<file path="src/rtl/alu_ctrl_pipe_if.sv">
// Decode-to-ALU handshake bundle: upstream decode fields in, buffered ALU control out.
interface alu_ctrl_pipe_if;
    logic       in_valid;
    logic       in_ready;
    logic [6:0] Opcode;
    logic [2:0] Funct3;
    logic [6:0] Funct7;
    logic       flush;
    logic       out_valid;
    logic       out_ready;
    logic [3:0] Operation;
    logic       illegal;

    modport master (
        output in_valid, Opcode, Funct3, Funct7, flush, out_ready,
        input  in_ready, out_valid, Operation, illegal
    );

    modport slave (
        input  in_valid, Opcode, Funct3, Funct7, flush, out_ready,
        output in_ready, out_valid, Operation, illegal
    );
endinterface

</file>
<file path="src/rtl/alu_ctrl_pipe.sv">
// ALU control decoder feeding a 2-entry FIFO; each entry holds {illegal, Operation}
// decoded at push time so the ALU stage sees registered control only.
module alu_ctrl_pipe (
    input  logic           clk,
    input  logic           reset,
    alu_ctrl_pipe_if.slave bus
);
    logic [3:0] dec_op;
    logic       dec_ill;
    logic [4:0] mem [2];
    logic       wr_ptr;
    logic       rd_ptr;
    logic [1:0] count;
    logic       push;
    logic       pop;

    always_comb begin
        dec_op  = 4'b0000;
        dec_ill = 1'b0;
        case (bus.Opcode)
            7'b0110011: begin
                case (bus.Funct3)
                    3'b000: begin
                        if (bus.Funct7 == 7'b0000000)      dec_op = 4'b0010;
                        else if (bus.Funct7 == 7'b0100000) dec_op = 4'b0011;
                        else                               dec_ill = 1'b1;
                    end
                    3'b101: begin
                        if (bus.Funct7 == 7'b0000000)      dec_op = 4'b0101;
                        else if (bus.Funct7 == 7'b0100000) dec_op = 4'b0111;
                        else                               dec_ill = 1'b1;
                    end
                    default: begin
                        // Remaining R-type ops are only legal with a zero Funct7
                        if (bus.Funct7 != 7'b0000000) dec_ill = 1'b1;
                        else begin
                            case (bus.Funct3)
                                3'b111:  dec_op = 4'b0000;
                                3'b110:  dec_op = 4'b0001;
                                3'b100:  dec_op = 4'b0110;
                                3'b001:  dec_op = 4'b0100;
                                3'b010:  dec_op = 4'b1100;
                                default: dec_ill = 1'b1;
                            endcase
                        end
                    end
                endcase
            end
            7'b0010011: begin
                case (bus.Funct3)
                    3'b000: dec_op = 4'b0010;
                    3'b010: dec_op = 4'b1100;
                    3'b111: dec_op = 4'b0000;
                    3'b110: dec_op = 4'b0001;
                    3'b100: dec_op = 4'b0110;
                    3'b001: begin
                        if (bus.Funct7 == 7'b0000000) dec_op = 4'b0100;
                        else                          dec_ill = 1'b1;
                    end
                    3'b101: begin
                        if (bus.Funct7 == 7'b0000000)      dec_op = 4'b0101;
                        else if (bus.Funct7 == 7'b0100000) dec_op = 4'b0111;
                        else                               dec_ill = 1'b1;
                    end
                    default: dec_ill = 1'b1;
                endcase
            end
            7'b0000011, 7'b0100011, 7'b1100111: dec_op = 4'b0010;
            7'b1100011: begin
                case (bus.Funct3)
                    3'b000:  dec_op = 4'b1000;
                    3'b001:  dec_op = 4'b1001;
                    3'b100:  dec_op = 4'b1010;
                    3'b101:  dec_op = 4'b1011;
                    default: dec_ill = 1'b1;
                endcase
            end
            7'b0110111, 7'b1101111: dec_op = 4'b1111;
            default: dec_ill = 1'b1;
        endcase
    end

    // Handshake: a beat moves on any edge where valid & ready are both high;
    // in_ready depends on registered count only, never on out_ready.
    assign bus.in_ready  = (count < 2'd2);
    assign bus.out_valid = (count != 2'd0);
    assign push          = bus.in_valid & bus.in_ready;
    assign pop           = bus.out_valid & bus.out_ready;

    assign bus.Operation = bus.out_valid ? mem[rd_ptr][3:0] : 4'b0000;
    assign bus.illegal   = bus.out_valid ? mem[rd_ptr][4]   : 1'b0;

    always_ff @(posedge clk) begin
        if (reset || bus.flush) begin
            count  <= 2'd0;
            wr_ptr <= 1'b0;
            rd_ptr <= 1'b0;
        end else begin
            if (push) wr_ptr <= ~wr_ptr;
            if (pop)  rd_ptr <= ~rd_ptr;
            case ({push, pop})
                2'b10:   count <= count + 2'd1;
                2'b01:   count <= count - 2'd1;
                default: count <= count;
            endcase
        end
    end

    // Storage needs no reset: empty entries are masked off the outputs
    always_ff @(posedge clk) begin
        if (push && !reset && !bus.flush) mem[wr_ptr] <= {dec_ill, dec_op};
    end
endmodule

</file>
<file path="src/flat_wrapper.sv">
// flat-port wrapper written by rule: the top's interface ports become plain ports
module alu_ctrl_pipe_flat 
  (clk, reset, bus_in_valid, bus_Opcode, bus_Funct3, bus_Funct7, bus_flush, bus_out_ready, bus_in_ready, bus_out_valid, bus_Operation, bus_illegal);
  alu_ctrl_pipe_if bus_i ();
  input  logic clk;
  input  logic reset;
  input wire logic [$bits(bus_i.in_valid)-1:0] bus_in_valid;
  input wire logic [$bits(bus_i.Opcode)-1:0] bus_Opcode;
  input wire logic [$bits(bus_i.Funct3)-1:0] bus_Funct3;
  input wire logic [$bits(bus_i.Funct7)-1:0] bus_Funct7;
  input wire logic [$bits(bus_i.flush)-1:0] bus_flush;
  input wire logic [$bits(bus_i.out_ready)-1:0] bus_out_ready;
  output wire logic [$bits(bus_i.in_ready)-1:0] bus_in_ready;
  output wire logic [$bits(bus_i.out_valid)-1:0] bus_out_valid;
  output wire logic [$bits(bus_i.Operation)-1:0] bus_Operation;
  output wire logic [$bits(bus_i.illegal)-1:0] bus_illegal;
  assign bus_i.in_valid = bus_in_valid;
  assign bus_i.Opcode = bus_Opcode;
  assign bus_i.Funct3 = bus_Funct3;
  assign bus_i.Funct7 = bus_Funct7;
  assign bus_i.flush = bus_flush;
  assign bus_i.out_ready = bus_out_ready;
  assign bus_in_ready = bus_i.in_ready;
  assign bus_out_valid = bus_i.out_valid;
  assign bus_Operation = bus_i.Operation;
  assign bus_illegal = bus_i.illegal;
  alu_ctrl_pipe u_core (.clk(clk), .reset(reset), .bus(bus_i));
endmodule
</file>
<file path="config.mk">
export PLATFORM = sky130hd
export DESIGN_NAME = alu_ctrl_pipe_flat
export DESIGN_NICKNAME = d
export VERILOG_FILES = /design/src/rtl/alu_ctrl_pipe_if.sv /design/src/rtl/alu_ctrl_pipe.sv /design/src/flat_wrapper.sv
export SDC_FILE = /design/constraint.sdc
export NUM_CORES = 1
export LEC_CHECK = 0
export ABC_CLOCK_PERIOD_IN_PS = 2000
export BUFFER_PORTS_ARGS = -buffer_cell sky130_fd_sc_hd__clkbuf_2
export CORE_MARGIN = 4
export CORE_UTILIZATION = 47
export DETAILED_ROUTE_END_ITERATION = 6
export GPL_TIMING_DRIVEN = 0
export PLACE_DENSITY = 0.74
export SLEW_MARGIN = 30
export SYNTH_ARGS = -nofsm -noshare
export SYNTH_HDL_FRONTEND = slang
export SYNTH_SLANG_ARGS = --single-unit
</file>
<file path="constraint.sdc">
create_clock -name clk -period 2 [get_ports clk]
set_input_delay 0.4 -clock clk [delete_from_list [all_inputs] [get_ports clk]]
set_output_delay 0.4 -clock clk [all_outputs]
set_load 0.1 [all_outputs]
</file>
==> results of run 1 <==
==> metrics by stage <==
stage / std cells / area, sq um / util
final: 173 / 1315 / 0.6002
after detailed placement: 169 / 1266 / 0.5780
after global routing: 173 / 1315 / 0.6002
after floorplan: 114 / 1090 / -
after global placement: 169 / 1260 / 0.5751
after CTS: 173 / 1296 / 0.5917
==> cell type report <==
type	count	area [sq um]
fillers	204	875.8
multi-input cells	88	658.1
flip-flops and latches	15	400.4
repair buffers	27	147.6
well taps	28	35.03
inverters	7	27.53
clock buffers	3	22.52
plain buffers	4	18.77
clock inverters	1	5.005
==> logic make-up (layout without fill, tap and decap cells) <==
kind of cell / count (synthesis) / in the layout / synth area share
adders and majority gates: 1 / 1 / 0.01161
buffers and inverters: 11 / 42 / 0.04296
and+or+nand+nor: 50 / 50 / 0.2950
xor gates and xnor gates: 8 / 8 / 0.06504
AOI/OAI and AO/OA: 24 / 24 / 0.1673
muxes: 5 / 5 / 0.04646
DFF: 15 / 15 / 0.3717
==> sequential cells by signal, summed over array words and instances (netlist names), named ones only <==
name	count
u_core.count	2
u_core.mem	10
u_core.rd_ptr	1
u_core.wr_ptr	1
==> what timing repair did <==
item | in CTS | in global routing
resized for setup | 1 | 10
setup buffers | 0 | 0
hold buffers | 0 | 0
cloned | 0 | 0
setup endpoints to repair | 6 | 5
==> power breakdown <==
| group | switching (mW) | total (mW) | internal (mW) |
|---|---|---|---|
| Clock | 0.0852 | 0.159 | 0.0740 |
| Combinational | 0.124 | 0.188 | 0.0636 |
| Sequential | 0.00481 | 0.341 | 0.336 |
==> final timing paths <==
check | to | slack (ps) | cells after the start
hold reg to reg | u_core.rd_ptr$_SDFFE_PP0P_ | 550 | 2
hold / removal | u_core.wr_ptr$_SDFFE_PP0P_ | 410 | 2
setup / recovery | bus_Operation[0] | 140 | 4
setup reg to reg | u_core.count[1]$_SDFFE_PP0P_ | 380 | 7
==> per-layer routing <==
metal,part of all wire,wire (um),global-route usage
met4,0.013,28,0.08136
met1,0.41,887,0.1804
met3,0.057,123,0.009281
met2,0.52,1112,0.2534
met5,0,0,0
==> worst max-delay path, cell delays in order, from the launching register on <==
cell,delay (ps)
dfxtp_1,310
clkbuf_1,280
mux2i_1,270
nor2_2,40
clkbuf_4,280
==> placed cells by master, fill, tap and decap left out, drive strengths merged, types with 3 or more instances in the layout <==
cell    instances
a211oi          3
a21oi           6
buf             3
clkbuf         31
dfxtp           5
edfxtp         10
inv             6
mux2i           5
nand2           8
nand2b          4
nand4           3
nor2           10
nor2b           3
nor3            7
nor4            6
xnor2           6
==> metrics.cfg, run 1 <==
[status]
status = finished clean

[die]
rows = 17
die_w_um = 55.88
die_y_um = 55.88
start_util = 0.4917
die_area_sq_um = 3122
core_sq_um = 2191
ioPinCount = 29

[drt]
post_drt_via_cell_ratio = 5.653
vias = 978
wirelength_mm = 2.151
ant_nets = 0
dr.pass1.iters = 4
wl_per_cell_um = 12.43
drc = 0
drtIter0Drc = 13

[global_routing]
grt-ovfl-total = 0
antenna_found_initial = 0
grt_util_all_layers = 0.1466
grt_pass1_vias = 920
grt_pass1_wl_mm = 3.732
grt_max_degree = 11

[synth]
yosys_warnings = 0
ys_seq_elements = 15
syn_inst = 114
async_flop_share = 0
yosysTopAreaCell = edfxtp_1
yosys.area.top_type_share = 0.2787
synth_area_leaders = edfxtp_1 (28%), dfxtp_1 (9.3%), xnor2_1 (4.9%)
synth.most_common_cell = edfxtp_1
postSynthAreaPerCell_sq_um = 9.450
ys_types = 43
yosys-top-cells-count = edfxtp_1 (10), nor2_1 (9), nand2_1 (8), nor3_1 (7)
synth_nets = 137
netlist_area_sq_um = 1077
synthFlopType = edfxtp_1
synth-edff-count = 10
seq_area_frac_synth = 0.3717

[timing]
tns_ps = 0
final_max_slew_viol_count = 0
hold_viol_final = 0
rsz0062_at_grt = false
post-route-min-period_ps = 1856
relSlewSlack = 0.6173
fmax_mhz = 538.8
worst_slew_pin_slew_ps = 569.3
finalCritPeriodShare = 0.9279
skew_ps = 3.331
hold_slack_ps = 409.4
fin_ws_ps = 144.2
final-setup-viol-count = 0

[clocking]
cts_tree = done
clk_transition_reported_paths_ps = 80
h-tree-depth = 1
clk_latency_ps = 270
root_buffer = clkbuf_4
cts-buffers-inserted = 3
cts_sinks = 15
clockBufferDepth = 2

[power]
cellLeakagePower_nw = 0.4734
peakVddDrop_uv = 377.6
p_total_mw = 0.6877
powerDensity_nw_per_um2 = 523.0

[placement]
dp_hpwl_mm = 1.750
post-place-ws_ps = 111.4
finalWeightedCongestion = 0.8506
port_buffers = 27

[setup_path]
required_ps = 1600
path_class = reg -> out
cp.arrival_ps = 1460
startpoint_type = flip-flop
cp_max_fo = 5
crit_path_end_kind = primary output
r2r-start = u_core.count[1]$_SDFFE_PP0P_

[min_path]
min_from = bus_flush
hold_path.class = in -> reg

[finish]
drive_gt1_frac = 0.3517
fin_nets = 169
area_growth_pct = 22.07
antenna_cells = 0

[run]
cap_violations = 0

Note: power is estimated with default switching activity, not from simulation.
==> inputs of run 2 (changes only) <==
--- a/config.mk
+++ b/config.mk
@@ -5,13 +5,13 @@
 export SDC_FILE = /design/constraint.sdc
 export NUM_CORES = 1
 export LEC_CHECK = 0
-export ABC_CLOCK_PERIOD_IN_PS = 2000
+export ABC_CLOCK_PERIOD_IN_PS = 1660
 export BUFFER_PORTS_ARGS = -buffer_cell sky130_fd_sc_hd__clkbuf_2
 export CORE_MARGIN = 4
-export CORE_UTILIZATION = 47
+export CORE_UTILIZATION = 46
 export DETAILED_ROUTE_END_ITERATION = 6
 export GPL_TIMING_DRIVEN = 0
-export PLACE_DENSITY = 0.74
+export PLACE_DENSITY = 0.75
 export SLEW_MARGIN = 30
 export SYNTH_ARGS = -nofsm -noshare
 export SYNTH_HDL_FRONTEND = slang
==> constraint.sdc (replaced) <==
create_clock -name clk -period 1.66 [get_ports clk]
set_input_delay 0.332 -clock clk [delete_from_list [all_inputs] [get_ports clk]]
set_output_delay 0.332 -clock clk [all_outputs]
set_load 0.1 [all_outputs]
==> run 2 against run 1 <==
Clock skew about the same; global-route usage increased by 0.36 points; flip-flop and latch count unchanged; largest cell class unchanged.
==> metrics.cfg, run 2 (synthesis gave the netlist of run 1 again) <==
[run]
cap_violations = 0

[clocking]
cts_setup_buffers = 0
clockBufferDepth = 2
cts_sinks = 15
cts-buffers-inserted = 3
clk_transition_reported_paths_ps = 90
clk_latency_ps = 280
cts_tree = done
h-tree-depth = 1
root_buffer = clkbuf_4
hold_buffers = 0

[drt]
wl_per_cell_um = 13.38
ant_nets = 0
post_drt_via_cell_ratio = 5.773
dr.pass1.iters = 4
vias = 993
drtIter0Drc = 26
wirelength_mm = 2.301
drc = 0

[finish]
most-common-layout-cells = clkbuf_2 (21), edfxtp_1 (10), nand2_1 (8)
largest-register = u_core.mem
final.fill_count = 195
post-route-util = 0.6069
antenna_cells = 0
multi_input_area_sq_um = 683.2
area_growth_pct = 24.62
final_common_cell = clkbuf_2
fin_nets = 168
seq_area_sq_um = 404.1
drive_gt1_frac = 0.3958
reg.largest.list = u_core.mem (10), u_core.count (2)
largest_reg_flops = 10
finalInstanceArea_sq_um = 1343

[timing]
hold_viol_final = 0
worst_slew_pin_slew_ps = 585.5
skew_ps = 3.243
final-setup-viol-count = 0
fmax_mhz = 624.7
relSlewSlack = 0.6087
final_max_slew_viol_count = 0
rsz0062_at_grt = true
tns_ps = 0
post-route-min-period_ps = 1601
finalCritPeriodShare = 0.9644

[status]
status = finished clean

[setup_path]
path_class = reg -> reg
path_cells = nor2_4, nor2b_2, ha_1, nor2_1, xnor2_1, nor3_1
cp.arrival_ps = 1790
crit_family = simple AND/OR/NAND/NOR gates
path_buf_inv = 0
cpMaxStageDelayCell = dfxtp_2
required_ps = 1850
cp_max_fo = 7
crit_path_end_kind = flip-flop
startpoint_type = flip-flop
crit_path_max_incr_delay_ps = 350

[placement]
port_buffers = 27
post_dp_cell_area_sq_um = 1276
dp_hpwl_mm = 1.787
finalWeightedCongestion = 0.8976

[die]
rows = 17
core_sq_um = 2212
start_util = 0.4870
die_w_um = 56.40
die_area_sq_um = 3180
ioPinCount = 29
die_y_um = 56.40

[global_routing]
grt-ovfl-total = 0
grt_pass1_vias = 892
grt_util_all_layers = 0.1502
grt_max_degree = 11
grt_pass1_wl_mm = 3.836
antenna_found_initial = 0

[power]
peakVddDrop_uv = 334.3
powerDensity_nw_per_um2 = 633.6
cellLeakagePower_nw = 0.4805

[min_path]
hold_path.class = in -> reg

run 2: area by class of cell:
| type | count | area share |
|---|---|---|
| buffer | 3 | 0.01118 |
| clock buffer | 3 | 0.01678 |
| clock inverter | 1 | 0.003728 |
| inverter | 7 | 0.02050 |
| multi-input combinational | 88 | 0.5089 |
| sequential | 15 | 0.3010 |
| tap | 28 | 0.02610 |
| timing repair buffer | 27 | 0.1118 |
run 2: repair_timing:
action	CTS	global route
setup endpoints to repair	13	13
resized for setup	10	7
pin swaps	0	2
run 2: per-stage QoR:
step	hold WS [ps]	std cells	setup slack (ps)	power, mW
after CTS	317.5	172	4.204	0.8479
after detailed placement	551.8	169	-336.6	0.6449
final	336.3	172	59.12	0.8506
after global routing	360.7	172	-38.20	0.8944
after floorplan	408.6	114	-131.6	0.5759
after global placement	536.8	169	-277.3	0.6382
run 2: worst paths after layout:
path,depth (start not counted),slack [ps],from,to
worst max register to register,6,60,u_core.count[0]$_SDFFE_PP0P_,u_core.count[1]$_SDFFE_PP0P_
worst max-delay path,6,60,u_core.count[0]$_SDFFE_PP0P_,u_core.count[1]$_SDFFE_PP0P_
worst min-delay path,2,340,bus_flush,flip-flop
worst min register to register,2,560,u_core.rd_ptr$_SDFFE_PP0P_,flip-flop
run 2: layer usage:
layer  share of wire  vias to the layer above  global-route usage
met5               0                        -                   0
met2            0.52                       38              0.2538
met1            0.42                      461              0.1856
met3           0.044                        2             0.01609
li1                -                      492                   -
met4          0.0061                        0             0.08136
run 2: worst register-to-register path, delay by kind of cell (launching register included):
kind                       cells  cell delay (ps)
adders and majority gates      1              330
xor gates and xnor gates       1               80
and+or+nand+nor                4              750
DFF                            1              350
run 2: power breakdown:
| group | internal, mW | total [mW] | switching [mW] |
|---|---|---|---|
| Combinational | 0.0811 | 0.234 | 0.153 |
| Sequential | 0.405 | 0.414 | 0.00866 |
| Clock | 0.0895 | 0.203 | 0.113 |
